File: src/rtl/fpu_writeback_pkg.sv
// Shared types for the floating-point writeback path: ALU opcodes, exception flags, queue entries.
// Entry rd storage is sized by RD_MAX_W; instantiations must keep RD_W <= RD_MAX_W.
package fpu_writeback_pkg;

  localparam int RD_MAX_W = 8;

  typedef enum logic [3:0] {
    FADD     = 4'd0,
    FSUB     = 4'd1,
    FMUL     = 4'd2,
    FDIV     = 4'd3,
    FSQRT    = 4'd4,
    FMIN     = 4'd5,
    FMAX     = 4'd6,
    FEQ      = 4'd7,
    FLT      = 4'd8,
    FCVT_W_S = 4'd9,
    FCVT_S_W = 4'd10,
    FMV_X_W  = 4'd11,
    BEQZ     = 4'd12,
    JAL      = 4'd13
  } alu_instruction_t;

  // Bit order matches the architectural fflags CSR: {NV,DZ,OF,UF,NX}.
  typedef struct packed {
    logic nv;
    logic dz;
    logic of;
    logic uf;
    logic nx;
  } fflags_t;

  typedef struct packed {
    logic [31:0]         data;
    logic [RD_MAX_W-1:0] rd;
    logic                is_int;
    fflags_t             flags;
  } wb_entry_t;

endpackage

File: src/rtl/fpu_result_classify.sv
// Combinational classification of an ALU result: target register file and IEEE exception flags.
// Flags are produced only for FADD/FSUB/FMUL/FDIV; every other opcode yields zero flags.
module fpu_result_classify
  import fpu_writeback_pkg::*;
(
  input  logic [31:0]      result,
  input  alu_instruction_t instr,
  output logic             is_int,
  output fflags_t          flags
);

  logic [7:0]  exp_f;
  logic [22:0] mant_f;
  logic        exp_max;
  logic        exp_zero;
  logic        mant_zero;
  logic        arith;
  logic        unused_sign;

  assign exp_f       = result[30:23];
  assign mant_f      = result[22:0];
  assign unused_sign = result[31];
  assign exp_max     = (exp_f == 8'hFF);
  assign exp_zero    = (exp_f == 8'h00);
  assign mant_zero   = (mant_f == 23'd0);

  always_comb begin
    flags  = '0;
    is_int = instr inside {FEQ, FCVT_W_S, BEQZ, JAL};
    arith  = instr inside {FADD, FSUB, FMUL, FDIV};
    if (arith) begin
      flags.nv = exp_max && !mant_zero;
      flags.of = exp_max && mant_zero;
      flags.uf = exp_zero && !mant_zero;
      flags.nx = (exp_max && mant_zero) || (exp_zero && !mant_zero);
      flags.dz = (instr == FDIV) && exp_max && mant_zero;
    end
  end

endmodule

File: src/rtl/fpu_writeback.sv
// FPU result queue feeding the register-file write port; one cycle accept-to-wb_valid, no bypass.
// in_ready drops when full; sticky fflags accumulate on retire only when FPU_WB_FFLAGS_EN is defined.
module fpu_writeback
  import fpu_writeback_pkg::*;
#(
  parameter int DEPTH = 4,
  parameter int RD_W  = 5
) (
  input  logic                     clk,
  input  logic                     reset,
  input  logic                     in_valid,
  output logic                     in_ready,
  input  logic [31:0]              in_result,
  input  alu_instruction_t         in_instr,
  input  logic [RD_W-1:0]          in_rd,
  output logic                     wb_valid,
  input  logic                     wb_ready,
  output logic [31:0]              wb_data,
  output logic [RD_W-1:0]          wb_rd,
  output logic                     wb_is_int,
  output logic [4:0]               fflags,
  input  logic                     fflags_clr,
  output logic [$clog2(DEPTH):0]   occupancy
);

  localparam int PTR_W = $clog2(DEPTH);
  localparam logic [PTR_W:0] PTR_ONE = {{PTR_W{1'b0}}, 1'b1};

  // Pointers carry one extra wrap bit so full and empty are distinguishable.
  logic [PTR_W:0]   wr_ptr_q, wr_ptr_d;
  logic [PTR_W:0]   rd_ptr_q, rd_ptr_d;
  logic [PTR_W-1:0] wr_idx, rd_idx;
  logic [31:0]      data_q [DEPTH];
  logic [31:0]      data_d [DEPTH];
  logic [RD_W-1:0]  rdx_q  [DEPTH];
  logic [RD_W-1:0]  rdx_d  [DEPTH];
  logic             int_q  [DEPTH];
  logic             int_d  [DEPTH];
`ifdef FPU_WB_FFLAGS_EN
  fflags_t          flags_q [DEPTH];
  fflags_t          flags_d [DEPTH];
  fflags_t          fflags_q, fflags_d;
`endif

  logic             empty, full, push, pop;
  logic             cls_is_int;
  fflags_t          cls_flags;
  wb_entry_t        head;
  logic [RD_MAX_W-1:0] unused_head_rd;

  fpu_result_classify u_classify (
    .result (in_result),
    .instr  (in_instr),
    .is_int (cls_is_int),
    .flags  (cls_flags)
  );

  assign wr_idx    = wr_ptr_q[PTR_W-1:0];
  assign rd_idx    = rd_ptr_q[PTR_W-1:0];
  assign empty     = (wr_ptr_q == rd_ptr_q);
  assign full      = (wr_ptr_q[PTR_W] != rd_ptr_q[PTR_W]) &&
                     (wr_ptr_q[PTR_W-1:0] == rd_ptr_q[PTR_W-1:0]);
  assign in_ready  = !full;
  assign wb_valid  = !empty;
  assign push      = in_valid && !full;
  assign pop       = !empty && wb_ready;
  assign occupancy = wr_ptr_q - rd_ptr_q;

  // Head view is forced to zero while empty so the write port never shows stale data.
  always_comb begin
    head = '0;
    if (!empty) begin
      head.data   = data_q[rd_idx];
      head.rd     = RD_MAX_W'(rdx_q[rd_idx]);
      head.is_int = int_q[rd_idx];
`ifdef FPU_WB_FFLAGS_EN
      head.flags  = flags_q[rd_idx];
`endif
    end
  end

  assign wb_data        = head.data;
  assign wb_rd          = head.rd[RD_W-1:0];
  assign wb_is_int      = head.is_int;
  assign unused_head_rd = head.rd;

  always_comb begin
    wr_ptr_d = wr_ptr_q;
    rd_ptr_d = rd_ptr_q;
    data_d   = data_q;
    rdx_d    = rdx_q;
    int_d    = int_q;
`ifdef FPU_WB_FFLAGS_EN
    flags_d  = flags_q;
    fflags_d = fflags_q;
    // A clear in the retire cycle leaves exactly the retiring entry's flags.
    if (fflags_clr) fflags_d = '0;
    if (pop)        fflags_d = fflags_t'(fflags_d | head.flags);
    if (push)       flags_d[wr_idx] = cls_flags;
`endif
    if (push) begin
      data_d[wr_idx] = in_result;
      rdx_d[wr_idx]  = in_rd;
      int_d[wr_idx]  = cls_is_int;
      wr_ptr_d       = wr_ptr_q + PTR_ONE;
    end
    if (pop) rd_ptr_d = rd_ptr_q + PTR_ONE;
  end

  always_ff @(posedge clk or posedge reset) begin
    if (reset) begin
      wr_ptr_q <= '0;
      rd_ptr_q <= '0;
      for (int i = 0; i < DEPTH; i++) begin
        data_q[i]  <= '0;
        rdx_q[i]   <= '0;
        int_q[i]   <= 1'b0;
`ifdef FPU_WB_FFLAGS_EN
        flags_q[i] <= '0;
`endif
      end
`ifdef FPU_WB_FFLAGS_EN
      fflags_q <= '0;
`endif
    end else begin
      wr_ptr_q <= wr_ptr_d;
      rd_ptr_q <= rd_ptr_d;
      data_q   <= data_d;
      rdx_q    <= rdx_d;
      int_q    <= int_d;
`ifdef FPU_WB_FFLAGS_EN
      flags_q  <= flags_d;
      fflags_q <= fflags_d;
`endif
    end
  end

`ifdef FPU_WB_FFLAGS_EN
  assign fflags = fflags_q;
`else
  logic [10:0] unused_flags;
  assign fflags       = 5'd0;
  assign unused_flags = {fflags_clr, cls_flags, head.flags};
`endif

endmodule

File: config.mk
export PLATFORM = sky130hd
export DESIGN_NAME = fpu_writeback
export DESIGN_NICKNAME = d
export VERILOG_FILES = /design/src/rtl/fpu_writeback_pkg.sv /design/src/rtl/fpu_result_classify.sv /design/src/rtl/fpu_writeback.sv
export SDC_FILE = /design/constraint.sdc
export NUM_CORES = 1
export LEC_CHECK = 0
export CAP_MARGIN = 40
export CORE_ASPECT_RATIO = 1.2
export CORE_MARGIN = 2
export CORE_UTILIZATION = 50
export DETAILED_ROUTE_END_ITERATION = 8
export PLACE_DENSITY = 0.83
export SETUP_SLACK_MARGIN = 0.02
export SLEW_MARGIN = 5
export SYNTH_ARGS = -nofsm -noshare
export SYNTH_HDL_FRONTEND = slang
export SYNTH_SLANG_ARGS = --single-unit
File: constraint.sdc
create_clock -name clk -period 5.1 [get_ports clk]
set_clock_uncertainty 0.05 [all_clocks]
set_input_delay 1.02 -clock clk [delete_from_list [all_inputs] [get_ports clk]]
set_output_delay 1.02 -clock clk [all_outputs]
set_load 0.03 [all_outputs]
==> results of run 1 <==
==> synthesized netlist by cell type <==
| cell | number | area, um^2 |
|---|---|---|
| and2b_1 | 2 | 15.0 |
| buf_1 | 1 | 3.75 |
| buf_2 | 8 | 40.0 |
| buf_4 | 6 | 45.0 |
| buf_6 | 11 | 124 |
| clkbuf_1 | 6 | 22.5 |
| conb_1 | 1 | 3.75 |
| dfrtp_1 | 158 | 3950 |
| dlymetal6s2s_1 | 1 | 12.5 |
| fa_1 | 1 | 20.0 |
| ha_1 | 7 | 87.6 |
| inv_1 | 7 | 26.3 |
| mux2_2 | 84 | 946 |
| mux2_4 | 70 | 1050 |
| mux4_2 | 38 | 856 |
| nand2_1 | 1 | 3.75 |
| nand3_1 | 2 | 10.0 |
| nand3b_1 | 2 | 15.0 |
| nand4b_1 | 1 | 8.76 |
| nor2_1 | 1 | 3.75 |
| nor2b_1 | 36 | 225 |
| o211a_1 | 4 | 40.0 |
| o211ai_1 | 1 | 7.51 |
| o21ai_0 | 2 | 10.0 |
| xnor2_1 | 4 | 35.0 |
| xnor2_2 | 1 | 16.3 |
| xor2_1 | 2 | 17.5 |
==> through the flow <==
stage | utilization [%] | hold WS, ns | setup WS [ns] | instances
5_1_grt | 61.5 | 0.467 | 0.722 | 761
2_1_floorplan | - | 0.425 | 1.78 | 462
4_1_cts | 61.5 | 0.456 | 0.857 | 761
3_3_place_gp | 57.4 | 0.433 | 1.32 | 729
3_5_place_dp | 57.4 | 0.440 | 1.33 | 729
6_report | 61.5 | 0.452 | 0.930 | 761
==> sequential cells by signal, indices dropped and copies added (netlist names) <==
signal / count
wr_ptr_q: 3
data_q: 128
int_q: 4
rd_ptr_q: 3
rdx_q: 20
==> per-layer routing <==
metal / vias to the layer above / wire length, um
met2: 77 / 8000
li1: 1827 / -
met4: 0 / 177
met3: 16 / 544
met1: 2231 / 6660
met5: - / 0
==> cell type report <==
| type | instances | area, um^2 | area share (%) |
|---|---|---|---|
| multi-input combinational | 264 | 3390 | 36.9 |
| clock inverter | 14 | 169 | 1.84 |
| timing repair buffer | 96 | 951 | 10.3 |
| sequential | 158 | 3960 | 43.0 |
| clock buffer | 18 | 439 | 4.78 |
| inverter | 7 | 30.0 | 0.327 |
| tap | 204 | 255 | 2.78 |
==> kinds of logic (layout without fill, tap and decap cells) <==
logic type,count (synthesis),in the layout
buffers and inverters,40,135
xor gates and xnor gates,7,7
muxes,192,192
adders and majority gates,8,8
and+or+nand+nor,45,45
DFF,158,158
other,1,5
AOI/OAI and AO/OA,7,7
==> worst paths after layout <==
kind / depth (start not counted) / slack (ns) / endpoint / start
worst max-delay path: 6 / 0.93 / wb_data[15] / rd_ptr_q[0]
worst min-delay path: 1 / 0.45 / data_q[119] / data_q[119]
worst max register to register: 5 / 2.00 / data_q[58] / rd_ptr_q[0]
worst min register to register: 1 / 0.45 / data_q[119] / data_q[119]
max in group asynchronous: 3 / 3.19 / rd_ptr_q[1] / reset
min in group asynchronous: 3 / 1.09 / data_q[4] / reset
==> results.yml, run 1 <==
run_status:
  status: "finished clean"
clock_tree:
  htreeDepth: 4
  cts.reportedPaths.clkPinSlew_ns: 0.06
  numCtsBuffers: 17
  postCtsSetupBuffers: 0
  cts_tree: "yes"
  ctsHoldBuffers: 0
  cts.sinks: 158
  cts_max_path_buffers: 2
  clk_latency_ns: 0.43
  clock-root-buffer: "clkbuf_16"
  postCtsResizedCells: 0
timing:
  hold_viol: 0
  drv_slew: 0
  rsz0062_at_grt: "false"
  clock.fmax_mhz: 240
  slew_headroom_pct: 40.4
  layout_min_cycle_time_ns: 4.17
  fin_crit_sh_pct: 81.8
  worstMarginPinSlew_ns: 0.895
  finalSetupViolations: 0
  setup-tns-final_ns: 0
route:
  drtIter0Drc: 287
  drt_first_pass_iters: 4
  antenna_left: 0
  vias: 4151
  route.detailed.drc: 0
  via_per_inst: 5.45
  wirelength_um: 15400
  wire_per_inst_um: 20.2
setup_path:
  crit_path_end_kind: "output port"
  worstSetupStartpointType: "flip-flop"
  slowest_stage: "dfrtp_2"
  critPathKind: "flip-flop to output port"
  worst-path-buf-inv: 2
  critPathRequiredTime_ns: 4.03
  crit_fanout: 16
  worst_ep_arrival_time_ns: 3.10
  path_cells: "ha_1 -> nand2_1 -> nor2_4 -> buf_4 -> and2b_1 -> clkdlybuf4s50_1"
  cp_top_family: "buffers and inverters"
  cpPeakStageDelay_ns: 0.60
final_layout:
  nFillCells: 1152
  most-common-layout-cells: "156 x dfrtp_1, 87 x clkdlybuf4s50_1, 84 x mux2_2"
  fin_area_mm2: 0.00920
  drive_above_1_share_pct: 43.4
  layout_commonest_cell: "dfrtp_1"
  antennaDiodeCount: 0
  nNetsFinal: 598
  area_delta_synth_final_pct: 21.0
yosys:
  synth-xor-area-share_pct: 0.905
  syn_area_mm2: 0.00760
  synth_simple_gate_area_share_pct: 3.70
  synthMuxAreaShare_pct: 37.5
  syn_inst: 458
  synth_cell_types: 27
  ys_ff_latch: 158
  syn_avg_cell_area_um2: 16.6
  synth_compound_area_share_pct: 0.757
  ys_seq_area_share_pct: 52.0
  ys_warn_count: 0
  synth_top_family_by_area: "multiplexers"
  synth-adder-area-share_pct: 1.42
floorplanning:
  dieArea_mm2: 0.0162
  core_area_mm2: 0.0150
  die_width_um: 117
  die-height_um: 139
  ios: 94
  rows: 49
  start_util_pct: 50.8
grt:
  grt_max_degree: 159
  antenna_found_initial: 0
  first_global_vias: 4695
  grt-busiest-layer: "met2"
  grt_use_met1_pct: 27.3
  grt_pass1_wl_um: 25400
  grtUsageMet3_pct: 5.24
  grt-ovfl-total: 0
  grt_usage_pct: 20.7
  grtUsageMet2_pct: 34.2
placement:
  placed_cell_area_mm2: 0.00859
  io_buffers: 87
  globalplace.congestion: 0.739
  place_hpwl_um: 9720
hold_path:
  hold_path_class: "flip-flop to flip-flop"
job:
  cap_violations: 0
Power of run 1 is left out: the tool's default activity adds up to more than one toggle a clock period on the data nets, which glitch-free logic cannot reach.
==> run 2: changes to the inputs <==
Settings changed: PLACE_DENSITY 0.83 to 0.8.
Clock period 5.1 ns to 4.1 ns, I/O delays scaled along.
==> run 2 against run 1 <==
  * Final cell count grew 0.13%
  * Worst setup slack lost 0.51 ns
  * Critical endpoint is now wb_rd[4]
  * Via count grew 0.26%
  * Die area is the same
  * Sequential cell count is the same
  * Critical path depth is the same
  * Largest cell class unchanged
  * Routed wire length grew 1.7%
==> results.yml, run 2 (synthesis gave the netlist of run 1 again) <==
run_status:
  status: "finished clean"
floorplanning:
  core_area_mm2: 0.0150
  start_util_pct: 50.8
  die-height_um: 139
  ios: 94
  dieArea_mm2: 0.0162
  rows: 49
  die_width_um: 117
timing:
  layout_setup_ws_ns: 0.418
  setup-tns-final_ns: 0
  drv_slew: 0
  layout_min_cycle_time_ns: 3.68
  finalSetupViolations: 0
  worstMarginPinSlew_ns: 0.706
  hold_viol: 0
  fin_crit_sh_pct: 89.8
  slew_headroom_pct: 53.0
  rsz0062_at_grt: "false"
  clock.fmax_mhz: 272
grt:
  antenna_found_initial: 0
  grt-ovfl-total: 0
  grt_pass1_wl_um: 25800
  grt_max_degree: 75
  first_global_vias: 4724
  grt_usage_pct: 21.0
clock_tree:
  cts_max_path_buffers: 2
  cts_tree: "yes"
  postCtsSetupBuffers: 0
  cts.reportedPaths.clkPinSlew_ns: 0.06
  clk_latency_ns: 0.41
  numCtsBuffers: 17
  ctsHoldBuffers: 0
  clock-root-buffer: "clkbuf_16"
  htreeDepth: 4
  cts.sinks: 158
  postCtsResizedCells: 0
setup_path:
  cp_top_family: "buffers and inverters"
  worstSetupStartpointType: "flip-flop"
  path_cells: "ha_1 -> nand2_1 -> nor2_4 -> buf_4 -> nor2b_1 -> clkdlybuf4s50_1"
  slowest_stage: "clkdlybuf4s50_1"
  cpPeakStageDelay_ns: 0.72
  crit_path_end_kind: "output port"
  critPathRequiredTime_ns: 3.23
  worst-path-buf-inv: 2
  reg2regPathDepth: 5
  critPathKind: "flip-flop to output port"
  crit_cells: 6
  crit_fanout: 18
  worst_ep_arrival_time_ns: 2.81
route:
  via_per_inst: 5.46
  antenna_left: 0
  wire_per_inst_um: 20.5
  wirelength_um: 15600
  route.detailed.drc: 0
  vias: 4162
  drtIter0Drc: 179
  drt_first_pass_iters: 4
final_layout:
  layout_commonest_cell: "dfrtp_1"
  drive_above_1_share_pct: 43.4
  fin_area_mm2: 0.00930
  most-common-layout-cells: "156 x dfrtp_1, 87 x clkdlybuf4s50_1, 84 x mux2_2"
  largestRegisters: "data_q: 128 flops, rdx_q: 20 flops, int_q: 4 flops"
  top_register: "data_q"
  largest_reg_flops: 128
  area_delta_synth_final_pct: 22.4
  nNetsFinal: 600
  final_cells: 762
  antennaDiodeCount: 0
job:
  cap_violations: 0
placement:
  dp_cells: 731
  place_hpwl_um: 9920
  io_buffers: 87
  place_ws_ns: 0.865
  globalplace.congestion: 0.724
  placed_cell_area_mm2: 0.00868
hold_path:
  hold_path_class: "flip-flop to flip-flop"
  worstHoldPathCells: 1
==> run 2: final timing paths <==
check / slack [ns] / startpoint / endpoint
setup reg to reg: 1.39 / rd_ptr_q[0] / data_q[84]
min in group asynchronous: 0.74 / reset / data_q[31]
setup / recovery: 0.42 / rd_ptr_q[0] / wb_rd[4]
hold / removal: 0.45 / data_q[1] / data_q[1]
hold reg to reg: 0.45 / data_q[1] / data_q[1]
max in group asynchronous: 2.49 / reset / rd_ptr_q[1]
==> run 2: layer usage <==
layer  vias to the layer above  track usage [%]  share of wire [%]
li1                       1826                -                  -
met2                        83             34.6                 52
met1                      2226             27.6                 42
met5                         -                0                  0
met3                        27             3.89                2.8
met4                         0             7.74                2.6
==> run 2: area by class of cell <==
cell class | count | area, um^2
Clock buffer | 19 | 443
Clock inverter | 12 | 181
Timing Repair Buffer | 98 | 1040
Multi-Input combinational cell | 264 | 3390
Fill cell | 1127 | 5660
Tap cell | 204 | 255
Inverter | 7 | 30.0
Sequential cell | 158 | 3960
==> run 2: through the flow <==
stage | hold WS [ns] | util, %
6_report | 0.451 | 62.2
5_1_grt | 0.468 | 62.2
4_1_cts | 0.454 | 62.2
3_5_place_dp | 0.438 | 58.0
3_3_place_gp | 0.433 | 58.0
2_1_floorplan | 0.425 | -
Power of run 2 is left out for the same reason.
